### config.mk
export PLATFORM = sky130hd
export DESIGN_NAME = serial_adc_frame_rx
export DESIGN_NICKNAME = d
export VERILOG_FILES = /design/src/rtl/serial_adc_frame_rx.sv
export SDC_FILE = /design/constraint.sdc
export NUM_CORES = 1
export LEC_CHECK = 0
export CAP_MARGIN = 20
export CORE_MARGIN = 4
export CORE_UTILIZATION = 35
export CTS_CLUSTER_DIAMETER = 30
export CTS_CLUSTER_SIZE = 25
export DETAILED_ROUTE_END_ITERATION = 8
export HOLD_SLACK_MARGIN = 0.02
export SYNTH_ARGS = -nofsm -noshare
export SYNTH_HDL_FRONTEND = slang
export SYNTH_SLANG_ARGS = --single-unit
### constraint.sdc
create_clock -name clkin -period 4.85 [get_ports clkin]
set_input_delay 0.97 -clock clkin [delete_from_list [all_inputs] [get_ports clkin]]
set_output_delay 0.97 -clock clkin [all_outputs]
set_load 0.02 [all_outputs]
### src/rtl/serial_adc_frame_rx.sv
// Receive side of the ADC serial link: resynchronises spi_cs/sclk/mosi to clkin,
// deserialises LSB-first frames into parallel words and tags each word with a channel index.
module serial_adc_frame_rx #(
    parameter int unsigned WORD_BITS  = 12,
    parameter int unsigned NUM_CH     = 16,
    parameter int unsigned GAP_CYCLES = 256
) (
    input  logic                 clkin,
    input  logic                 rst_bar,
    input  logic                 spi_cs,
    input  logic                 sclk,
    input  logic                 mosi,
    output logic [WORD_BITS-1:0] data_out,
    output logic [3:0]           ch_idx,
    output logic                 word_valid,
    output logic                 frame_err,
    output logic                 busy
);

    localparam int unsigned BIT_W = (WORD_BITS > 1) ? $clog2(WORD_BITS) : 1;
    localparam int unsigned GAP_W = (GAP_CYCLES > 0) ? $clog2(GAP_CYCLES + 1) : 1;
    localparam int unsigned CH_W  = 4;

    typedef enum logic [1:0] {IDLE, SHIFT, DONE} state_t;

    // [0]=s1, [1]=s2, [2]=s3 (history); mosi needs no history since only its level is used
    logic [2:0]           cs_sync_q, cs_sync_d;
    logic [2:0]           sclk_sync_q, sclk_sync_d;
    logic [1:0]           mosi_sync_q, mosi_sync_d;
    state_t               state_q, state_d;
    logic [BIT_W-1:0]     bit_cnt_q, bit_cnt_d;
    logic [WORD_BITS-1:0] shreg_q, shreg_d;
    logic [CH_W-1:0]      chan_q, chan_d;
    logic [GAP_W-1:0]     gap_q, gap_d;
    logic                 ovr_q, ovr_d;
    logic [WORD_BITS-1:0] data_q, data_d;
    logic [CH_W-1:0]      ch_idx_q, ch_idx_d;
    logic                 word_valid_q, word_valid_d;
    logic                 frame_err_q, frame_err_d;
    logic                 busy_q, busy_d;

    logic cs_s2, cs_rise, cs_fall, sclk_rise, mosi_s2;

    // Edge detection on the synchronised copies only
    always_comb begin
        cs_s2     = cs_sync_q[1];
        cs_rise   = cs_sync_q[1] & ~cs_sync_q[2];
        cs_fall   = ~cs_sync_q[1] & cs_sync_q[2];
        sclk_rise = sclk_sync_q[1] & ~sclk_sync_q[2];
        mosi_s2   = mosi_sync_q[1];
    end

    // Next-state: synchronisers, frame FSM, channel counter and gap realignment
    always_comb begin
        cs_sync_d    = {cs_sync_q[1:0], spi_cs};
        sclk_sync_d  = {sclk_sync_q[1:0], sclk};
        mosi_sync_d  = {mosi_sync_q[0], mosi};
        state_d      = state_q;
        bit_cnt_d    = bit_cnt_q;
        shreg_d      = shreg_q;
        chan_d       = chan_q;
        gap_d        = gap_q;
        ovr_d        = ovr_q;
        data_d       = data_q;
        ch_idx_d     = ch_idx_q;
        word_valid_d = 1'b0;
        frame_err_d  = 1'b0;

        case (state_q)
            IDLE: begin
                if (cs_fall) begin
                    state_d   = SHIFT;
                    bit_cnt_d = '0;
                    shreg_d   = '0;
                end
            end
            SHIFT: begin
                if (sclk_rise) begin
                    shreg_d[bit_cnt_q] = mosi_s2;
                    bit_cnt_d          = bit_cnt_q + BIT_W'(1);
                    if (bit_cnt_q == BIT_W'(WORD_BITS - 1)) begin
                        // Final bit wins over a coincident cs rise: deliver, no error
                        data_d       = shreg_d;
                        ch_idx_d     = chan_q;
                        word_valid_d = 1'b1;
                        chan_d       = (chan_q == CH_W'(NUM_CH - 1)) ? '0 : chan_q + CH_W'(1);
                        ovr_d        = 1'b0;
                        state_d      = cs_rise ? IDLE : DONE;
                    end else if (cs_rise) begin
                        frame_err_d = 1'b1;
                        state_d     = IDLE;
                    end
                end else if (cs_rise) begin
                    frame_err_d = 1'b1;
                    state_d     = IDLE;
                end
            end
            DONE: begin
                if (cs_rise) begin
                    frame_err_d = ovr_q | sclk_rise;
                    ovr_d       = 1'b0;
                    state_d     = IDLE;
                end else if (sclk_rise) begin
                    ovr_d = 1'b1;
                end
            end
            default: state_d = IDLE;
        endcase

        if (!cs_s2) begin
            gap_d = '0;
        end else if ((GAP_CYCLES != 0) && (state_q == IDLE) && (gap_q != GAP_W'(GAP_CYCLES))) begin
            gap_d = gap_q + GAP_W'(1);
            if (gap_d == GAP_W'(GAP_CYCLES)) begin
                chan_d = '0;
            end
        end

        busy_d = (state_d != IDLE);
    end

    // State register with synchronous active-low reset
    always_ff @(posedge clkin) begin
        if (!rst_bar) begin
            cs_sync_q    <= 3'b111;
            sclk_sync_q  <= 3'b111;
            mosi_sync_q  <= 2'b00;
            state_q      <= IDLE;
            bit_cnt_q    <= '0;
            shreg_q      <= '0;
            chan_q       <= '0;
            gap_q        <= '0;
            ovr_q        <= 1'b0;
            data_q       <= '0;
            ch_idx_q     <= '0;
            word_valid_q <= 1'b0;
            frame_err_q  <= 1'b0;
            busy_q       <= 1'b0;
        end else begin
            cs_sync_q    <= cs_sync_d;
            sclk_sync_q  <= sclk_sync_d;
            mosi_sync_q  <= mosi_sync_d;
            state_q      <= state_d;
            bit_cnt_q    <= bit_cnt_d;
            shreg_q      <= shreg_d;
            chan_q       <= chan_d;
            gap_q        <= gap_d;
            ovr_q        <= ovr_d;
            data_q       <= data_d;
            ch_idx_q     <= ch_idx_d;
            word_valid_q <= word_valid_d;
            frame_err_q  <= frame_err_d;
            busy_q       <= busy_d;
        end
    end

    assign data_out   = data_q;
    assign ch_idx     = ch_idx_q;
    assign word_valid = word_valid_q;
    assign frame_err  = frame_err_q;
    assign busy       = busy_q;

endmodule
==> impl_metrics.json <==
{
  "post-route-drc-count": 0,
  "worst-path-buf-inv": 1,
  "htreeDepth": 3,
  "ir_drop_uv": 204,
  "drt-total-wl_microns": 5530,
  "cpPeakStageDelay_ns": 0.62,
  "antenna_found_initial": 0,
  "cts_buffer_depth": 2,
  "clock_insertion_delay_worst_skew_ns": 0.33,
  "fin_util_pct": 42.1,
  "diodes": 0,
  "layout_common_cells": "58 x dfxtp_1, 37 x nor2_1, 23 x clkdlybuf4s50_1",
  "start_util_pct": 35.8,
  "seq_area_frac_synth_pct": 42.2,
  "grt.total_usage_pct": 12.6,
  "grt_pass1_vias": 2018,
  "fin_skew_ns": 0.00449,
  "syn_avg_cell_area_sq_um": 9.59,
  "num-fill-cells": 772,
  "fp.dieW_microns": 96.7,
  "hold_class": "reg -> reg",
  "cts_resized": 0,
  "drt_iter0_markers": 90,
  "cp-start-kind": "register",
  "vias": 2047,
  "synth_seq_cells": 58,
  "grt_max_degree": 35,
  "dp.cells": 398,
  "cts-buffers-inserted": 9,
  "stdcell_count": 414,
  "leakagePower_nw": 1.16,
  "cts_tree": "done",
  "io_pins": 24,
  "final-hold-violation-count": 0,
  "worstSetupEndpointType": "output pin",
  "cp_data_arrival_time_ns": 1.30,
  "yosys_warnings": 0,
  "final_nets": 323,
  "whs_ns": 0.409,
  "gp_congestion": 0.835,
  "drt-pass1-iter-count": 4,
  "required_ns": 3.88,
  "die_h_microns": 96.7,
  "ant_nets": 0,
  "synthCells": 287,
  "syn-cell-area_sq_um": 2750,
  "port_buffers": 23,
  "path_cells": "clkdlybuf4s50_1",
  "postCtsHoldBufs": 0,
  "clk_pin_slew_worst_paths_ns": 0.06,
  "syn_nets": 303,
  "yosys_most_used_dff": "dfxtp_1",
  "path_class": "reg -> out",
  "viasPerCell": 4.94,
  "crit_slowest_cell": "clkdlybuf4s50_1",
  "period_minus_slack_ns": 2.27,
  "slew_viol_final": 0,
  "critPathTopFamily": "buffers and inverters",
  "clkSinkCount": 58,
  "setup_tns_ns": 0,
  "layout-drive-gt1-share_pct": 10.3,
  "yosys.cell_types.count": 54,
  "cts_root_buf": "clkbuf_8",
  "fin_crit_sh_pct": 46.8,
  "rows": 32,
  "wl_per_cell_microns": 13.4,
  "grt.overflow.total": 0,
  "drv_cap": 0,
  "final_common_cell": "dfxtp_1",
  "dieArea_sq_um": 9340,
  "async_reset_ff_share_pct": 0,
  "synth_edf_count": 0,
  "hpwl_microns": 3660,
  "setup_violations": 0,
  "core_area_sq_um": 7690,
  "path_max_fanout": 2,
  "slew_headroom_pct": 53.5,
  "post_cts_buffers": 0,
  "status": "completed",
  "grt_pass1_wl_microns": 9690,
  "power.total_uw": 987,
  "power.density_nw_per_um2": 305,
  "max_freq_mhz": 440,
  "rsz0062_at_grt": "false",
  "area_growth_pct": 17.7,
  "worst_pin_slew_ns": 0.693
}
-- layer usage --
metal	vias up	share of wire, %	track usage [%]
met1	940	50	16.1
li1	1065	-	-
met2	34	45	19.9
met5	-	0	0
met4	0	0.87	3.56
met3	8	4.3	4.61
-- where the power goes --
| part | total, mW | switching, mW | internal [mW] |
|---|---|---|---|
| clock network | 0.448 | 0.183 | 0.265 |
| registers | 0.490 | 0.00767 | 0.483 |
| logic | 0.0488 | 0.0289 | 0.0199 |
| total | 0.987 | 0.219 | 0.768 |
-- sequential cells by signal (all words and copies together), names as in the netlist, 2 cells and up --
name         count
data_out        12
state_q          2
gap_q            9
sclk_sync_q      3
ch_idx           4
cs_sync_q        3
bit_cnt_q        4
shreg_q         11
chan_q           4
mosi_sync_q      2
-- synth_stat cells (2+ instances only) --
| cell | instances | area share [%] |
|---|---|---|
| dfxtp_1 | 58 | 42 |
| nand2_1 | 10 | 1.4 |
| a32oi_1 | 2 | 0.64 |
| nor2_1 | 37 | 5.0 |
| or2_2 | 3 | 0.68 |
| nor3_1 | 4 | 0.73 |
| nand4_1 | 5 | 1.1 |
| and3b_1 | 3 | 0.96 |
| xor2_1 | 7 | 2.2 |
| nand3_1 | 4 | 0.73 |
| clkbuf_1 | 5 | 0.68 |
| a2bb2oi_1 | 7 | 2.2 |
| a22oi_1 | 4 | 1.1 |
| o21ai_0 | 7 | 1.3 |
| mux2i_1 | 16 | 5.8 |
| buf_2 | 7 | 1.3 |
| nor3b_1 | 4 | 1.1 |
| a21boi_0 | 2 | 0.55 |
| xnor2_1 | 4 | 1.3 |
| nand2b_1 | 11 | 2.5 |
| a211oi_1 | 15 | 4.1 |
| a21oi_1 | 10 | 1.8 |
| inv_1 | 8 | 1.1 |
| and2_1 | 2 | 0.45 |
| ha_1 | 11 | 5.0 |
| nand3b_1 | 7 | 1.9 |
| a31oi_1 | 2 | 0.45 |
| mux2_2 | 4 | 1.6 |
| nor2b_1 | 3 | 0.68 |
-- stage by stage --
step	setup WS, ns	instance area [sq um]
4_1_cts	2.56	3240
6_report	2.58	3240
3_5_place_dp	2.30	3040
3_3_place_gp	2.39	3040
5_1_grt	2.37	3240
2_1_floorplan	3.20	2750
-- final cells by class --
| class | instances | area (sq um) | share of cell area [%] |
|---|---|---|---|
| Tap cell | 102 | 128 | 3.94 |
| Sequential cell | 58 | 1160 | 35.9 |
| Multi-Input combinational cell | 205 | 1480 | 45.7 |
| Clock buffer | 14 | 163 | 5.02 |
| Timing Repair Buffer | 24 | 238 | 7.34 |
| Clock inverter | 2 | 35.0 | 1.08 |
| Inverter | 9 | 33.8 | 1.04 |
-- final timing paths --
path                        startpoint                        end  slack [ns]  depth (start not counted)
min reg2reg  sclk_sync_q[0]$_SDFF_PN1_  sclk_sync_q[1]$_SDFF_PN1_        0.41                          1
min          sclk_sync_q[0]$_SDFF_PN1_  sclk_sync_q[1]$_SDFF_PN1_        0.41                          1
max           data_out[7]$_SDFFE_PN0P_                data_out[7]        2.58                          1
max reg2reg      state_q[1]$_SDFF_PN0_       chan_q[3]$_SDFF_PN0_        2.69                          6
-- kinds of logic (layout without fill, tap and decap cells) --
logic type	after synthesis	in the layout	share of synthesized area, %
DFF	58	58	42.2
muxes	20	20	7.46
xor gates and xnor gates	11	11	3.50
AOI/OAI and AO/OA	61	61	17.1
adders and majority gates	11	11	5.00
and+or+nand+nor	102	102	20.7
buffers and inverters	24	49	4.00
Power figures use the tool's default switching activity.
